<file path="config.mk">
export PLATFORM = sky130hd
export DESIGN_NAME = operand_read
export DESIGN_NICKNAME = d
export VERILOG_FILES = /design/src/rtl/pikarisc_pkg.sv /design/src/rtl/op_scoreboard.sv /design/src/rtl/operand_read.sv
export SDC_FILE = /design/constraint.sdc
export NUM_CORES = 1
export LEC_CHECK = 0
export ABC_AREA = 1
export ABC_CLOCK_PERIOD_IN_PS = 2400
export BUFFER_PORTS_ARGS = -buffer_cell sky130_fd_sc_hd__buf_4
export CORE_MARGIN = 4
export CORE_UTILIZATION = 50
export DETAILED_ROUTE_END_ITERATION = 10
export HOLD_SLACK_MARGIN = 0.02
export PLACE_DENSITY_LB_ADDON = 0.08
export SYNTH_ARGS = -nofsm -noshare
export SYNTH_HDL_FRONTEND = slang
export SYNTH_SLANG_ARGS = --single-unit
export TNS_END_PERCENT = 20
</file>
<file path="constraint.sdc">
create_clock -name clk -period 2.4 [get_ports clk]
set_input_delay 0.24 -clock clk [delete_from_list [all_inputs] [get_ports clk]]
set_output_delay 0.24 -clock clk [all_outputs]
set_load 0.05 [all_outputs]
</file>
<file path="src/rtl/pikarisc_pkg.sv">
// Shared constants, types and helpers for the pikarisc operand-read stage.
package pikarisc_pkg;

  localparam int REG_NUM_W = 4;
  localparam int DATA_W    = 32;
  localparam int NUM_REGS  = 16;
  localparam int SB_SLOTS  = NUM_REGS + 1;
  localparam int SLOT_W    = $clog2(SB_SLOTS);
  localparam int NUM_SRC   = 3;
  localparam int STALL_W   = 16;

  // CPSR occupies the scoreboard slot just past the general registers.
  localparam logic [SLOT_W-1:0] CPSR_IDX = SLOT_W'(NUM_REGS);

  localparam int SRC_RD = 0;
  localparam int SRC_RS = 1;
  localparam int SRC_RT = 2;

  typedef struct packed {
    logic writes_rd;
    logic writes_cpsr;
    logic is_alu_op;
    logic is_cmp_op;
    logic is_ld_op;
  } op_flags_t;

  function automatic logic [SLOT_W-1:0] slot_of(input logic [REG_NUM_W-1:0] num);
    return SLOT_W'(num);
  endfunction

endpackage

</file>
<file path="src/rtl/op_scoreboard.sv">
// In-flight write counters for the 16 registers plus CPSR, with per-source
// busy/last/full queries for the operand-read stage.
module op_scoreboard
  import pikarisc_pkg::*;
#(
  parameter int PEND_W = 2
) (
  input  logic                              clk,
  input  logic                              reset,
  input  logic                              inc_rd_en,
  input  logic [REG_NUM_W-1:0]              inc_rd_num,
  input  logic                              inc_cpsr_en,
  input  logic                              dec_rd_en,
  input  logic [REG_NUM_W-1:0]              dec_rd_num,
  input  logic                              dec_cpsr_en,
  input  logic                              held_rd_en,
  input  logic [REG_NUM_W-1:0]              held_rd_num,
  input  logic                              held_cpsr_en,
  input  logic [NUM_SRC-1:0][REG_NUM_W-1:0] src_num,
  output logic [NUM_SRC-1:0]                busy,
  output logic [NUM_SRC-1:0]                last,
  output logic [NUM_SRC-1:0]                full,
  output logic                              cpsr_busy,
  output logic                              cpsr_last,
  output logic                              cpsr_full
);

  localparam logic [PEND_W-1:0] CNT_ONE  = PEND_W'(1);
  localparam logic [PEND_W-1:0] CNT_MAX  = '1;
  localparam logic [PEND_W-1:0] CNT_NEAR = CNT_MAX - CNT_ONE;

  logic [PEND_W-1:0]   cnt [SB_SLOTS];
  logic [SB_SLOTS-1:0] inc_vec;
  logic [SB_SLOTS-1:0] dec_vec;

  always_comb begin
    // NOTE: every combinational output gets a default first so no path leaves it unassigned (no latch).
    inc_vec = '0;
    dec_vec = '0;
    if (inc_rd_en)   inc_vec[slot_of(inc_rd_num)] = 1'b1;
    if (inc_cpsr_en) inc_vec[CPSR_IDX]            = 1'b1;
    if (dec_rd_en)   dec_vec[slot_of(dec_rd_num)] = 1'b1;
    if (dec_cpsr_en) dec_vec[CPSR_IDX]            = 1'b1;
  end

  // NOTE: state registers use non-blocking assignments so all counters update from pre-edge values.
  always_ff @(posedge clk) begin
    if (reset) begin
      // NOTE: this array is reset (unlike a RAM) because stale reservations would stall forever.
      for (int i = 0; i < SB_SLOTS; i++) cnt[i] <= '0;
    end else begin
      for (int i = 0; i < SB_SLOTS; i++) begin
        if (inc_vec[i] && !dec_vec[i]) begin
          cnt[i] <= cnt[i] + CNT_ONE;
        end else if (dec_vec[i] && !inc_vec[i] && cnt[i] != '0) begin
          cnt[i] <= cnt[i] - CNT_ONE;
        end
      end
    end
  end

  // "full" also counts the held instruction, whose reservation lands at handoff.
  always_comb begin
    busy = '0;
    last = '0;
    full = '0;
    for (int s = 0; s < NUM_SRC; s++) begin
      busy[s] = cnt[slot_of(src_num[s])] != '0;
      last[s] = cnt[slot_of(src_num[s])] == CNT_ONE;
      full[s] = (cnt[slot_of(src_num[s])] == CNT_MAX) ||
                (cnt[slot_of(src_num[s])] == CNT_NEAR && held_rd_en &&
                 held_rd_num == src_num[s]);
    end
    cpsr_busy = cnt[CPSR_IDX] != '0;
    cpsr_last = cnt[CPSR_IDX] == CNT_ONE;
    cpsr_full = (cnt[CPSR_IDX] == CNT_MAX) ||
                (cnt[CPSR_IDX] == CNT_NEAR && held_cpsr_en);
  end

endmodule

</file>
<file path="src/rtl/operand_read.sv">
// Operand-read stage: reads regFile, resolves RAW hazards via a scoreboard and
// feeds a one-entry register toward execute. OPREAD_BYPASS_EN enables the writeback bypass.
module operand_read
  import pikarisc_pkg::*;
#(
  parameter int PEND_W = 2
) (
  input  logic                 clk,
  input  logic                 reset,
  input  logic                 in_valid,
  output logic                 in_ready,
  input  logic [REG_NUM_W-1:0] in_rd_num,
  input  logic [REG_NUM_W-1:0] in_rs_num,
  input  logic [REG_NUM_W-1:0] in_rt_num,
  input  logic                 in_uses_rd,
  input  logic                 in_uses_rs,
  input  logic                 in_uses_rt,
  input  logic                 in_uses_cpsr,
  input  logic                 in_writes_rd,
  input  logic                 in_writes_cpsr,
  input  logic                 in_is_alu_op,
  input  logic                 in_is_cmp_op,
  input  logic                 in_is_ld_op,
  output logic [REG_NUM_W-1:0] exe_rd_num,
  output logic [REG_NUM_W-1:0] exe_rs_num,
  output logic [REG_NUM_W-1:0] exe_rt_num,
  input  logic [DATA_W-1:0]    exe_rd_data_out,
  input  logic [DATA_W-1:0]    exe_rs_data_out,
  input  logic [DATA_W-1:0]    exe_rt_data_out,
  input  logic [DATA_W-1:0]    exe_cpsr_out,
  input  logic [REG_NUM_W-1:0] wb_rd_num,
  input  logic                 wb_rd_write_en,
  input  logic [DATA_W-1:0]    wb_rd_in,
  input  logic                 wb_cpsr_write_en,
  input  logic [DATA_W-1:0]    wb_cpsr_in,
  input  logic                 flush,
  output logic                 out_valid,
  input  logic                 out_ready,
  output logic [REG_NUM_W-1:0] out_rd_num,
  output logic [DATA_W-1:0]    out_rd_val,
  output logic [DATA_W-1:0]    out_rs_val,
  output logic [DATA_W-1:0]    out_rt_val,
  output logic [DATA_W-1:0]    out_cpsr,
  output logic                 out_writes_rd,
  output logic                 out_writes_cpsr,
  output logic                 out_is_alu_op,
  output logic                 out_is_cmp_op,
  output logic                 out_is_ld_op,
  output logic [STALL_W-1:0]   hazard_stalls
);

`ifdef OPREAD_BYPASS_EN
  localparam bit BYPASS_EN = 1'b1;
`else
  localparam bit BYPASS_EN = 1'b0;
`endif

  logic [NUM_SRC-1:0][REG_NUM_W-1:0] src_num;
  logic [NUM_SRC-1:0][DATA_W-1:0]    rf_data;
  logic [NUM_SRC-1:0][DATA_W-1:0]    src_val;
  logic [NUM_SRC-1:0]                src_used;
  logic [NUM_SRC-1:0]                held_wr;
  logic [NUM_SRC-1:0]                wb_hit;
  logic [NUM_SRC-1:0]                src_hazard;
  logic [NUM_SRC-1:0]                sb_busy, sb_last, sb_full;
  logic                              sb_cpsr_busy, sb_cpsr_last, sb_cpsr_full;
  logic                              cpsr_held_wr, cpsr_wb_hit, cpsr_hazard;
  logic [DATA_W-1:0]                 cpsr_val;
  logic                              hazard, pend_full, capture, handoff;
  op_flags_t                         in_flags, out_flags;

  assign exe_rd_num = in_rd_num;
  assign exe_rs_num = in_rs_num;
  assign exe_rt_num = in_rt_num;

  assign src_num  = {in_rt_num, in_rs_num, in_rd_num};
  assign rf_data  = {exe_rt_data_out, exe_rs_data_out, exe_rd_data_out};
  assign src_used = {in_uses_rt, in_uses_rs, in_uses_rd};

  assign in_flags = '{writes_rd:   in_writes_rd,
                      writes_cpsr: in_writes_cpsr,
                      is_alu_op:   in_is_alu_op,
                      is_cmp_op:   in_is_cmp_op,
                      is_ld_op:    in_is_ld_op};

  // Handoff is suppressed under flush so a discarded instruction never reserves.
  assign handoff = out_valid && out_ready && !flush;

  op_scoreboard #(.PEND_W(PEND_W)) u_scoreboard (
    .clk          (clk),
    .reset        (reset),
    .inc_rd_en    (handoff && out_flags.writes_rd),
    .inc_rd_num   (out_rd_num),
    .inc_cpsr_en  (handoff && out_flags.writes_cpsr),
    .dec_rd_en    (wb_rd_write_en),
    .dec_rd_num   (wb_rd_num),
    .dec_cpsr_en  (wb_cpsr_write_en),
    .held_rd_en   (out_valid && out_flags.writes_rd),
    .held_rd_num  (out_rd_num),
    .held_cpsr_en (out_valid && out_flags.writes_cpsr),
    .src_num      (src_num),
    .busy         (sb_busy),
    .last         (sb_last),
    .full         (sb_full),
    .cpsr_busy    (sb_cpsr_busy),
    .cpsr_last    (sb_cpsr_last),
    .cpsr_full    (sb_cpsr_full)
  );

  // A bypass applies only when the writeback retires the single outstanding write.
  always_comb begin
    src_val    = rf_data;
    held_wr    = '0;
    wb_hit     = '0;
    src_hazard = '0;
    for (int s = 0; s < NUM_SRC; s++) begin
      held_wr[s]    = out_valid && out_flags.writes_rd && (out_rd_num == src_num[s]);
      wb_hit[s]     = BYPASS_EN && wb_rd_write_en && (wb_rd_num == src_num[s]) &&
                      sb_last[s] && !held_wr[s];
      src_hazard[s] = src_used[s] && (sb_busy[s] || held_wr[s]) && !wb_hit[s];
      if (wb_hit[s]) src_val[s] = wb_rd_in;
    end
    cpsr_held_wr = out_valid && out_flags.writes_cpsr;
    cpsr_wb_hit  = BYPASS_EN && wb_cpsr_write_en && sb_cpsr_last && !cpsr_held_wr;
    cpsr_hazard  = in_uses_cpsr && (sb_cpsr_busy || cpsr_held_wr) && !cpsr_wb_hit;
    cpsr_val     = cpsr_wb_hit ? wb_cpsr_in : exe_cpsr_out;
    hazard       = (|src_hazard) || cpsr_hazard;
  end

  assign pend_full = (in_writes_rd && sb_full[SRC_RD]) || (in_writes_cpsr && sb_cpsr_full);
  assign in_ready  = !reset && !hazard && !pend_full && (!out_valid || out_ready) && !flush;
  assign capture   = in_valid && in_ready;

  always_ff @(posedge clk) begin
    if (reset) begin
      out_valid  <= 1'b0;
      out_rd_num <= '0;
      out_rd_val <= '0;
      out_rs_val <= '0;
      out_rt_val <= '0;
      out_cpsr   <= '0;
      out_flags  <= '0;
    end else if (capture) begin
      out_valid  <= 1'b1;
      out_rd_num <= in_rd_num;
      out_rd_val <= src_val[SRC_RD];
      out_rs_val <= src_val[SRC_RS];
      out_rt_val <= src_val[SRC_RT];
      out_cpsr   <= cpsr_val;
      out_flags  <= in_flags;
    end else if (flush || handoff) begin
      out_valid  <= 1'b0;
    end
  end

  always_ff @(posedge clk) begin
    if (reset) begin
      hazard_stalls <= '0;
    end else if (in_valid && !in_ready && (hazard || pend_full) && hazard_stalls != '1) begin
      hazard_stalls <= hazard_stalls + STALL_W'(1);
    end
  end

  assign out_writes_rd   = out_flags.writes_rd;
  assign out_writes_cpsr = out_flags.writes_cpsr;
  assign out_is_alu_op   = out_flags.is_alu_op;
  assign out_is_cmp_op   = out_flags.is_cmp_op;
  assign out_is_ld_op    = out_flags.is_ld_op;

endmodule

</file>
==> results of run 1 <==
[stage by stage]
step           worst slack, ns  area (sq um)
2_1_floorplan           0.0181         10600
3_3_place_gp           0.00132         13600
3_5_place_dp           -0.0264         13600
4_1_cts                0.00422         14400
5_1_grt                 -0.180         15000
6_report               -0.0345         15000
[power groups by stage]
stage	Sequential [W]	Combinational [W]	Clock, W
finish	0.00345	0.00204	0.00291
global route	0.00346	0.00219	0.00309
CTS	0.00344	0.00191	0.00295
detailed placement	0.00351	0.00187	0
global placement	0.00350	0.00185	0
floorplan	0.00378	0.000853	0
[registers in the layout (all words and copies together), names as in the netlist]
| name | flops |
|---|---|
| out_writes_rd | 1 |
| out_is_alu_op | 1 |
| out_valid | 1 |
| out_rd_num | 4 |
| hazard_stalls | 16 |
| u_scoreboard.cnt | 34 |
| out_rt_val | 32 |
| out_rs_val | 32 |
| out_is_cmp_op | 1 |
| out_rd_val | 32 |
| out_is_ld_op | 1 |
| out_writes_cpsr | 1 |
| out_cpsr | 32 |
[cell families (layout without fill, tap and decap cells)]
kind of cell | after synthesis | in the layout | synth area share
buffers and inverters | 368 | 729 | 0.149
adders and majority gates | 4 | 4 | 0.00472
DFF | 188 | 188 | 0.387
and+or+nand+nor | 976 | 976 | 0.399
xor gates and xnor gates | 41 | 41 | 0.0339
AOI/OAI and AO/OA | 48 | 48 | 0.0262
[repair_timing]
item | in CTS | in global routing
setup buffers | 9 | 15
endpoints found under the setup margin | 13 | 173
resized for setup | 39 | 76
cloned | 0 | 11
pin swaps | 15 | 111
[metal layers]
layer  wire length (microns)  vias up  track usage
met5                       0        -            0
met4                    1090        0        0.104
met3                    3400       83       0.0787
met2                   18000      500        0.488
met1                   15500     5476        0.371
li1                        -     5801            -
[synth_stat cells (2+ instances only)]
master and number:
buf_1 14, o211ai_1 6, xor2_1 30, clkinv_1 2
o31ai_1 7, ha_1 4, xnor2_1 11, o22ai_1 2
inv_2 5, nor2_1 358, or2_2 6, o21ai_0 8
inv_1 246, o21ai_1 3, nand2_1 347, nand3_1 78
nand4_1 168, buf_4 15, clkbuf_1 42, nor3_1 14
dfxtp_1 154, a21oi_1 21, buf_2 30, edfxtp_1 34
buf_6 13
[worst max path at each step]
stage                                          to  slack (ns)  cells after the start
after floorplan            u_scoreboard.cnt[7][1]        0.02                     15
final                                    in_ready       -0.03                     11
after global routing      u_scoreboard.cnt[16][0]       -0.18                     16
after global placement    u_scoreboard.cnt[12][0]       0.001                     15
after detailed placement  u_scoreboard.cnt[14][0]       -0.03                     15
after CTS                            out_cpsr[11]       0.004                     15
[cell type report]
class,instances,area [sq um],share of cell area
Multi-Input combinational cell,1069,5250,0.349
Sequential cell,188,4110,0.273
Timing Repair Buffer,444,3790,0.252
Inverter,253,952,0.0633
Clock buffer,18,429,0.0285
Tap cell,270,338,0.0225
Clock inverter,14,173,0.0115
[worst reg2reg max path, cell delays in order, from the launching register on]
cell     delay, ns
dfxtp_2       0.33
nand2_1       0.04
nor2_1        0.08
buf_4         0.16
nand4_1       0.22
inv_1         0.16
nand2_1       0.08
nand4_1       0.11
o31ai_1       0.09
nor2_1        0.21
nand2_1       0.11
nor2_2        0.13
nand3_2       0.10
buf_4         0.20
nor2_1        0.09
nor2_1        0.04
==> impl_metrics.tcl, run 1 <==
set metrics [dict create \
    synth_warnings 0 \
    port_buffers 326 \
    switching_share 0.339 \
    dr.pass1.iters 6 \
    power_leakage_nw 7.65 \
    synth_seq_cells 188 \
    netlist_area_sq_um 10600 \
    fillers 1763 \
    fin_crit_ns 2.43 \
    final-setup-viol-count 1 \
    r2r-start "out_valid" \
    violations "negative setup slack" \
    numClockSinks 188 \
    clk_latency_ns 0.45 \
    cp.required_ns 2.16 \
    die_h_microns 154 \
    relSlewSlack 0.519 \
    min_path_cells 5 \
    p_seq_frac 0.411 \
    cts_buffers 17 \
    crit_path_end_kind "output port" \
    ys_types 32 \
    n_antenna_cell 0 \
    rows 52 \
    cp.arrival_ns 2.19 \
    total_power_w 0.00840 \
    syn2layout_area_growth_pct 41.9 \
    hold_slack_ns 0.105 \
    clock_power_share 0.346 \
    grt_overflow 0 \
    synth-seq-area-share 0.387 \
    syn-num-nets 1853 \
    fin_skew_ns 0.0143 \
    path_class "reg2out" \
    route.detailed.drc 0 \
    cts_tree "yes" \
    whs_endpoint "out_cpsr[14]" \
    p_comb_frac 0.243 \
    worstPathMaxFanout 2 \
    fp.dieW_microns 154 \
    clk_pin_slew_ns 0.08 \
    synth_top_cell_area_share 0.291 \
    min_path_type "in2reg" \
    start_util 0.516 \
    gp_congestion 0.962 \
    cp_slowest_cell "edfxtp_1" \
    power.switching_w 0.00285 \
    synthFlopType "dfxtp_1" \
    r2r_slack_ns 0.02 \
    min-delay-start "exe_cpsr_out[14]" \
    final_cell_mix "buf_4 (407), nand2_1 (338), nor2_1 (315), inv_1 (235), nand4_1 (168)" \
    finalCritPeriodShare 1.01 \
    finalSetupTns_ns -0.0345 \
    drt-total-wl_mm 38.0 \
    synth_area_per_cell_sq_um 6.52 \
    clock.fmax_ghz 0.411 \
    grt_util_all_layers 0.294 \
    synth_edf_count 34 \
    powerDensity_nw_per_um2 558 \
    hold_viol 0 \
    layoutNonFillerInstCount 2256 \
    synth_top_area_cell "dfxtp_1" \
    post-route-util 0.732 \
    peakVddDrop_mv 0.456 \
    antenna_left 0 \
    dp_hpwl_mm 26.1 \
    drive_gt1_frac 0.291 \
    ios 391 \
    grt_pass1_wl_mm 56.8 \
    worst_slew_pin_slew_ns 0.722 \
    coreArea_sq_um 20600 \
    drt-vias-per-instance 5.26 \
    cts_root_buf "clkbuf_16" \
    vias 11860 \
    h-tree-depth 4 \
    drt_iter0_drc 873 \
    maxCapViolCount 0 \
    path_delay_family "simple AND/OR/NAND/NOR gates" \
    path_common_cell "nor2_4" \
    rsz0062_at_grt "true" \
    reg2reg_to "u_scoreboard.cnt[16][0]" \
    placed_cells 2191 \
    synthTopCellsByArea "dfxtp_1 (29%), nor2_1 (13%), nand2_1 (12%), nand4_1 (9.9%), edfxtp_1 (9.6%)" \
    path_cells "buf_4, o21ai_1, nand3_1, nand3_2, nand2_4, nor2_4, nor2_4, nor2_4, nand3_2, inv_1, buf_6" \
    slew_viol_final 0 \
    start_kind "register" \
    async_reset_ff_frac 0 \
    antenna_found_initial 0 \
    die-area_sq_um 23600 \
    final_nets 2201 \
    final_common_cell "buf_4" \
    status "complete, but fails checks" \
    slowest_delay_ns 0.44 \
    grt_max_degree 138 \
    internal_power_w 0.00555 \
    rr_worst_depth 15 \
    critPathBufInv 3 \
    grt_pass1_vias 10855 \
    clk_path_buf_depth 2 \
    fin_ws_ns -0.0345 \
    crit_start "u_scoreboard.cnt[7][1]" \
    netlist_instances 1625 \
    wl_per_cell_microns 16.8 \
    cts_hold_buf 0 \
]
Note: power is estimated with default switching activity, not from simulation.
==> run 2: changes to the inputs <==
--- a/config.mk
+++ b/config.mk
@@ -6,11 +6,11 @@
 export NUM_CORES = 1
 export LEC_CHECK = 0
 export ABC_AREA = 1
-export ABC_CLOCK_PERIOD_IN_PS = 2400
+export ABC_CLOCK_PERIOD_IN_PS = 3100
 export BUFFER_PORTS_ARGS = -buffer_cell sky130_fd_sc_hd__buf_4
-export CORE_MARGIN = 4
-export CORE_UTILIZATION = 50
+export CORE_AREA = 2 2 152 154
 export DETAILED_ROUTE_END_ITERATION = 10
+export DIE_AREA = 0 0 154 156
 export HOLD_SLACK_MARGIN = 0.02
 export PLACE_DENSITY_LB_ADDON = 0.08
 export SYNTH_ARGS = -nofsm -noshare
==> constraint.sdc (replaced) <==
create_clock -name clk -period 3.1 [get_ports clk]
set_input_delay 0.31 -clock clk [delete_from_list [all_inputs] [get_ports clk]]
set_output_delay 0.31 -clock clk [all_outputs]
set_load 0.05 [all_outputs]
==> run 2 against run 1 <==
  * The run now ends clean
  * Clock skew up 0.0017 ns
  * Count of clock-buffer cells in the layout unchanged
  * Core utilization down 12 points
  * Design area down 9.2%
  * Clock power down 23%
  * Critical path depth down 1
  * Total power down 26%
  * Die area up 1.8%
  * Sequential power down 23%
  * Critical endpoint unchanged
  * Largest cell class unchanged
==> impl_metrics.tcl, run 2 (synthesis gave the netlist of run 1 again) <==
set metrics [dict create \
    clk_latency_ns 0.44 \
    clock.fmax_ghz 0.365 \
    power_leakage_nw 6.92 \
    path_delay_family "simple AND/OR/NAND/NOR gates" \
    layoutNonFillerInstCount 2173 \
    numClockSinks 188 \
    grt_max_degree 138 \
    cp.required_ns 2.79 \
    slew_viol_final 0 \
    final_nets 2103 \
    status "finished clean" \
    dr.pass1.iters 7 \
    n_antenna_cell 0 \
    dp_hpwl_mm 23.9 \
    cts_hold_buf 0 \
    drt-total-wl_mm 33.9 \
    wl_per_cell_microns 15.6 \
    path_cells "xor2_1, nor2_1, nand3_1, nand3_1, nor2_1, nor2_1, nor2_1, nand3_1, inv_1, buf_4" \
    drt-vias-per-instance 5.07 \
    critPathBufInv 2 \
    worst_slew_pin_slew_ns 0.703 \
    fin_skew_ns 0.0160 \
    grt_overflow 0 \
    h-tree-depth 4 \
    fin_crit_ns 2.74 \
    route.detailed.drc 0 \
    gp_congestion 0.938 \
    cp_slowest_cell "dfxtp_1" \
    postCtsSetupRepairBufs 0 \
    fillers 2181 \
    slowest_delay_ns 0.62 \
    clk_pin_slew_ns 0.08 \
    vias 11016 \
    coreArea_sq_um 22400 \
    path_common_cell "nor2_1" \
    peakVddDrop_mv 0.314 \
    hold_slack_ns 0.182 \
    placed_cells 2141 \
    largest_reg_flops 34 \
    finalSetupTns_ns 0 \
    fp.dieW_microns 154 \
    cts_root_buf "clkbuf_16" \
    ios 391 \
    drt_iter0_drc 824 \
    grt_pass1_wl_mm 53.1 \
    finalCritPeriodShare 0.884 \
    grt_pass1_vias 10010 \
    start_kind "register" \
    crit_path_end_kind "output port" \
    hold_viol 0 \
    path_class "reg2out" \
    final_cell_mix "nor2_1 (357), nand2_1 (347), buf_4 (338), inv_1 (246), nand4_1 (168)" \
    die-area_sq_um 24000 \
    rows 55 \
    clk_path_buf_depth 2 \
    antenna_left 0 \
    die_h_microns 156 \
    worstPathMaxFanout 8 \
    maxCapViolCount 0 \
    powerDensity_nw_per_um2 458 \
    relSlewSlack 0.531 \
    drive_gt1_frac 0.208 \
    syn2layout_area_growth_pct 28.8 \
    pre_cts_ws_ns 0.332 \
    final_common_cell "nor2_1" \
    cts_resized 0 \
    min_path_type "in2reg" \
    cts_buffers 17 \
    fin_ws_ns 0.360 \
    largest_register "u_scoreboard.cnt" \
    cts_tree "yes" \
    antenna_found_initial 0 \
    rsz0062_at_grt "false" \
    cp.arrival_ns 2.43 \
    final-setup-viol-count 0 \
    start_util 0.474 \
    grt_util_all_layers 0.274 \
    port_buffers 326 \
]
[run 2: worst paths after layout]
check,start,endpoint,slack [ns],depth (start not counted)
worst min-delay path,exe_rs_data_out[3],out_rs_val[3],0.18,5
worst max-delay path,out_rd_num[2],in_ready,0.36,10
worst min register to register,out_cpsr[28],out_cpsr[28],0.48,2
worst max register to register,out_valid,u_scoreboard.cnt[16][0],0.40,15
[run 2: report_power, final]
part           switching, W  internal (W)  total (W)
Sequential        0.0000708       0.00259    0.00266
Clock               0.00112       0.00112    0.00224
Combinational      0.000886      0.000464    0.00135
[run 2: worst reg2reg max path: stages (launching register included)]
cell and delay, ns:
dfxtp_1 0.46, nand2_1 0.08, nor2_1 0.09, buf_4 0.15
nand4_1 0.21, nor2_1 0.25, nor2_1 0.06, nand3_1 0.12
nand2_1 0.07, nor2_1 0.09, nand3_1 0.11, nor2_1 0.24
nand3_1 0.19, buf_12 0.20, nor2_1 0.09, nor2_1 0.05
[run 2: metrics by stage]
step	cell area, sq um	util	power, W
3_3_place_gp	13000	0.583	0.00405
3_5_place_dp	13000	0.583	0.00407
2_1_floorplan	10600	-	0.00359
4_1_cts	13700	0.610	0.00630
6_report	13700	0.610	0.00625
5_1_grt	13700	0.610	0.00653
[run 2: area by class of cell]
cell class              instances  area (sq um)  area share
multi-input cells            1069          4940       0.362
flip-flops and latches        188          4100       0.301
repair buffers                346          2700       0.198
inverters                     253           952      0.0697
clock buffers                  18           439      0.0322
well taps                     285           357      0.0261
clock inverters                14           165      0.0121
[run 2: routing by layer]
layer | global-route usage | up-vias | wire length [microns]
met5 | 0 | - | 0
met4 | 0.0859 | 0 | 821
met3 | 0.0717 | 48 | 2830
met2 | 0.455 | 405 | 16100
met1 | 0.349 | 4973 | 14100
li1 | - | 5590 | -
==> run 3: changes to the inputs <==
--- a/config.mk
+++ b/config.mk
@@ -8,9 +8,11 @@
 export ABC_AREA = 1
 export ABC_CLOCK_PERIOD_IN_PS = 3100
 export BUFFER_PORTS_ARGS = -buffer_cell sky130_fd_sc_hd__buf_4
-export CORE_AREA = 2 2 152 154
+export CELL_PAD_IN_SITES_DETAIL_PLACEMENT = 0
+export CELL_PAD_IN_SITES_GLOBAL_PLACEMENT = 1
+export CORE_MARGIN = 2
+export CORE_UTILIZATION = 37
 export DETAILED_ROUTE_END_ITERATION = 10
-export DIE_AREA = 0 0 154 156
 export HOLD_SLACK_MARGIN = 0.02
 export PLACE_DENSITY_LB_ADDON = 0.08
 export SYNTH_ARGS = -nofsm -noshare
==> run 3 against run 2 <==
  * Clock power barely moved
  * First-iteration DRC count fell by 19%
  * Flip-flop and latch count did not move
  * Sequential share of layout area fell by 0.38 points
  * Routed wire length rose by 4.1%
  * Global-route usage fell by 4.5 points
  * Clock skew fell by 0.0029 ns
==> impl_metrics.tcl, run 3 (synthesis gave the netlist of run 1 again) <==
set metrics [dict create \
    fin_crit_ns 2.73 \
    pre_cts_ws_ns 0.333 \
    relSlewSlack 0.524 \
    internal_power_w 0.00413 \
    rr_worst_depth 14 \
    reg2reg_to "u_scoreboard.cnt[15][0]" \
    ios 391 \
    cts_tree "yes" \
    power_leakage_nw 6.95 \
    path_common_cell "inv_1" \
    grt_pass1_vias 10130 \
    clk_pin_slew_ns 0.08 \
    min-delay-start "exe_cpsr_out[28]" \
    min_path_type "in2reg" \
    fin_skew_ns 0.0131 \
    drt_iter0_drc 669 \
    slew_viol_final 0 \
    path_class "reg2reg" \
    coreArea_sq_um 28000 \
    whs_endpoint "out_cpsr[28]" \
    dr.pass1.iters 7 \
    final_cell_mix "nor2_1 (357), nand2_1 (347), buf_4 (343), inv_1 (246), nand4_1 (168)" \
    clock.fmax_ghz 0.366 \
    status "finished clean" \
    powerDensity_nw_per_um2 450 \
    maxCapViolCount 0 \
    cts_buffers 17 \
    start_kind "register" \
    worst_slew_pin_slew_ns 0.714 \
    antenna_found_initial 1 \
    critPathBufInv 5 \
    final_nets 2110 \
    cts_hold_buf 0 \
    grt_overflow 0 \
    cp_num_cells 14 \
    switching_share 0.336 \
    crit_path_end_kind "register" \
    min_path_cells 5 \
    hold_viol 0 \
    final-setup-viol-count 0 \
    fillers 2926 \
    drive_gt1_frac 0.211 \
    cp.required_ns 3.31 \
    fp.dieW_microns 173 \
    port_buffers 326 \
    cts_root_buf "clkbuf_16" \
    drt-vias-per-instance 4.78 \
    syn2layout_area_growth_pct 30.4 \
    cp_slowest_cell "dfxtp_1" \
    p_comb_frac 0.217 \
    dp_hpwl_mm 25.1 \
    fin_ws_ns 0.370 \
    wl_per_cell_microns 15.5 \
    peakVddDrop_mv 0.301 \
    finalSetupTns_ns 0 \
    finalCritPeriodShare 0.881 \
    cts_resized 0 \
    grt_util_all_layers 0.229 \
    rows 61 \
    largest_reg_flops 34 \
    start_util 0.378 \
    h-tree-depth 4 \
    grt_pass1_wl_mm 55.2 \
    p_seq_frac 0.428 \
    slowest_delay_ns 0.52 \
    r2r_slack_ns 0.37 \
    drt-total-wl_mm 35.2 \
    route.detailed.drc 0 \
    power.switching_w 0.00209 \
    path_cells "inv_1, nor2_1, inv_1, nor2_1, nor3_1, nand2_1, nand2_1, inv_1, nand3_1, nor2_1, nand3_1, buf_12, nand2_1, inv_1" \
    antenna_left 0 \
    die_h_microns 173 \
    numClockSinks 188 \
    vias 10867 \
    die-area_sq_um 30000 \
    path_delay_family "simple AND/OR/NAND/NOR gates" \
    grt_max_degree 123 \
    clock_power_share 0.356 \
    postCtsSetupRepairBufs 0 \
    final_common_cell "nor2_1" \
    clk_path_buf_depth 2 \
    rsz0062_at_grt "false" \
    cp.arrival_ns 2.94 \
    worstPathMaxFanout 32 \
    gp_congestion 0.868 \
    r2r-start "out_rd_num[0]" \
    clk_latency_ns 0.45 \
    largest_register "u_scoreboard.cnt" \
]
[run 3: area by class of cell]
class | count | area, sq um | share of cell area
multi-input combinational | 1069 | 4940 | 0.357
sequential | 188 | 4100 | 0.297
timing repair buffer | 353 | 2780 | 0.201
inverter | 253 | 952 | 0.0689
tap | 378 | 473 | 0.0342
clock buffer | 17 | 425 | 0.0308
clock inverter | 15 | 155 | 0.0112
antenna | 1 | 2.50 | 0.000181
[run 3: power groups by stage]
stage               combinational (W)  clock, W  sequential (W)
detailed placement            0.00135         0         0.00272
global route                  0.00148   0.00236         0.00267
finish                        0.00135   0.00221         0.00266
CTS                           0.00136   0.00227         0.00266
floorplan                    0.000661         0         0.00292
global placement              0.00135         0         0.00271
[run 3: through the flow]
stage / util / hold WS (ns) / cells / area [sq um] / total power, W
floorplan: - / 0.511 / 1625 / 10600 / 0.00359
global placement: 0.473 / 0.464 / 2241 / 13200 / 0.00406
detailed placement: 0.473 / 0.473 / 2241 / 13200 / 0.00407
CTS: 0.494 / 0.163 / 2273 / 13800 / 0.00629
global route: 0.494 / 0.176 / 2274 / 13800 / 0.00651
finish: 0.494 / 0.178 / 2274 / 13800 / 0.00622
[run 3: tightest hold or removal path: stages]
cell and delay, ns:
buf_4 0.08, inv_1 0.03, nand4_1 0.07, nand2_1 0.05, nor2_1 0.06
[run 3: worst max-delay path by stage]
stage,from,endpoint,slack [ns]
2_1_floorplan,out_valid,u_scoreboard.cnt[7][1],0.68
3_3_place_gp,in_rd_num[0],out_rs_val[6],0.35
3_5_place_dp,in_rd_num[0],out_rd_val[2],0.33
4_1_cts,out_writes_rd,in_ready,0.38
5_1_grt,out_rd_num[0],in_ready,0.09
6_report,out_rd_num[0],u_scoreboard.cnt[15][0],0.37
[run 3: layer usage]
metal  share of wire  up-vias  wire length (microns)  track usage
li1                -     5609                      -            -
met1            0.44     4899                  15500        0.294
met2            0.46      310                  16100        0.363
met3           0.076       49                   2680       0.0715
met4           0.028        0                    995       0.0798
met5               0        -                      0            0
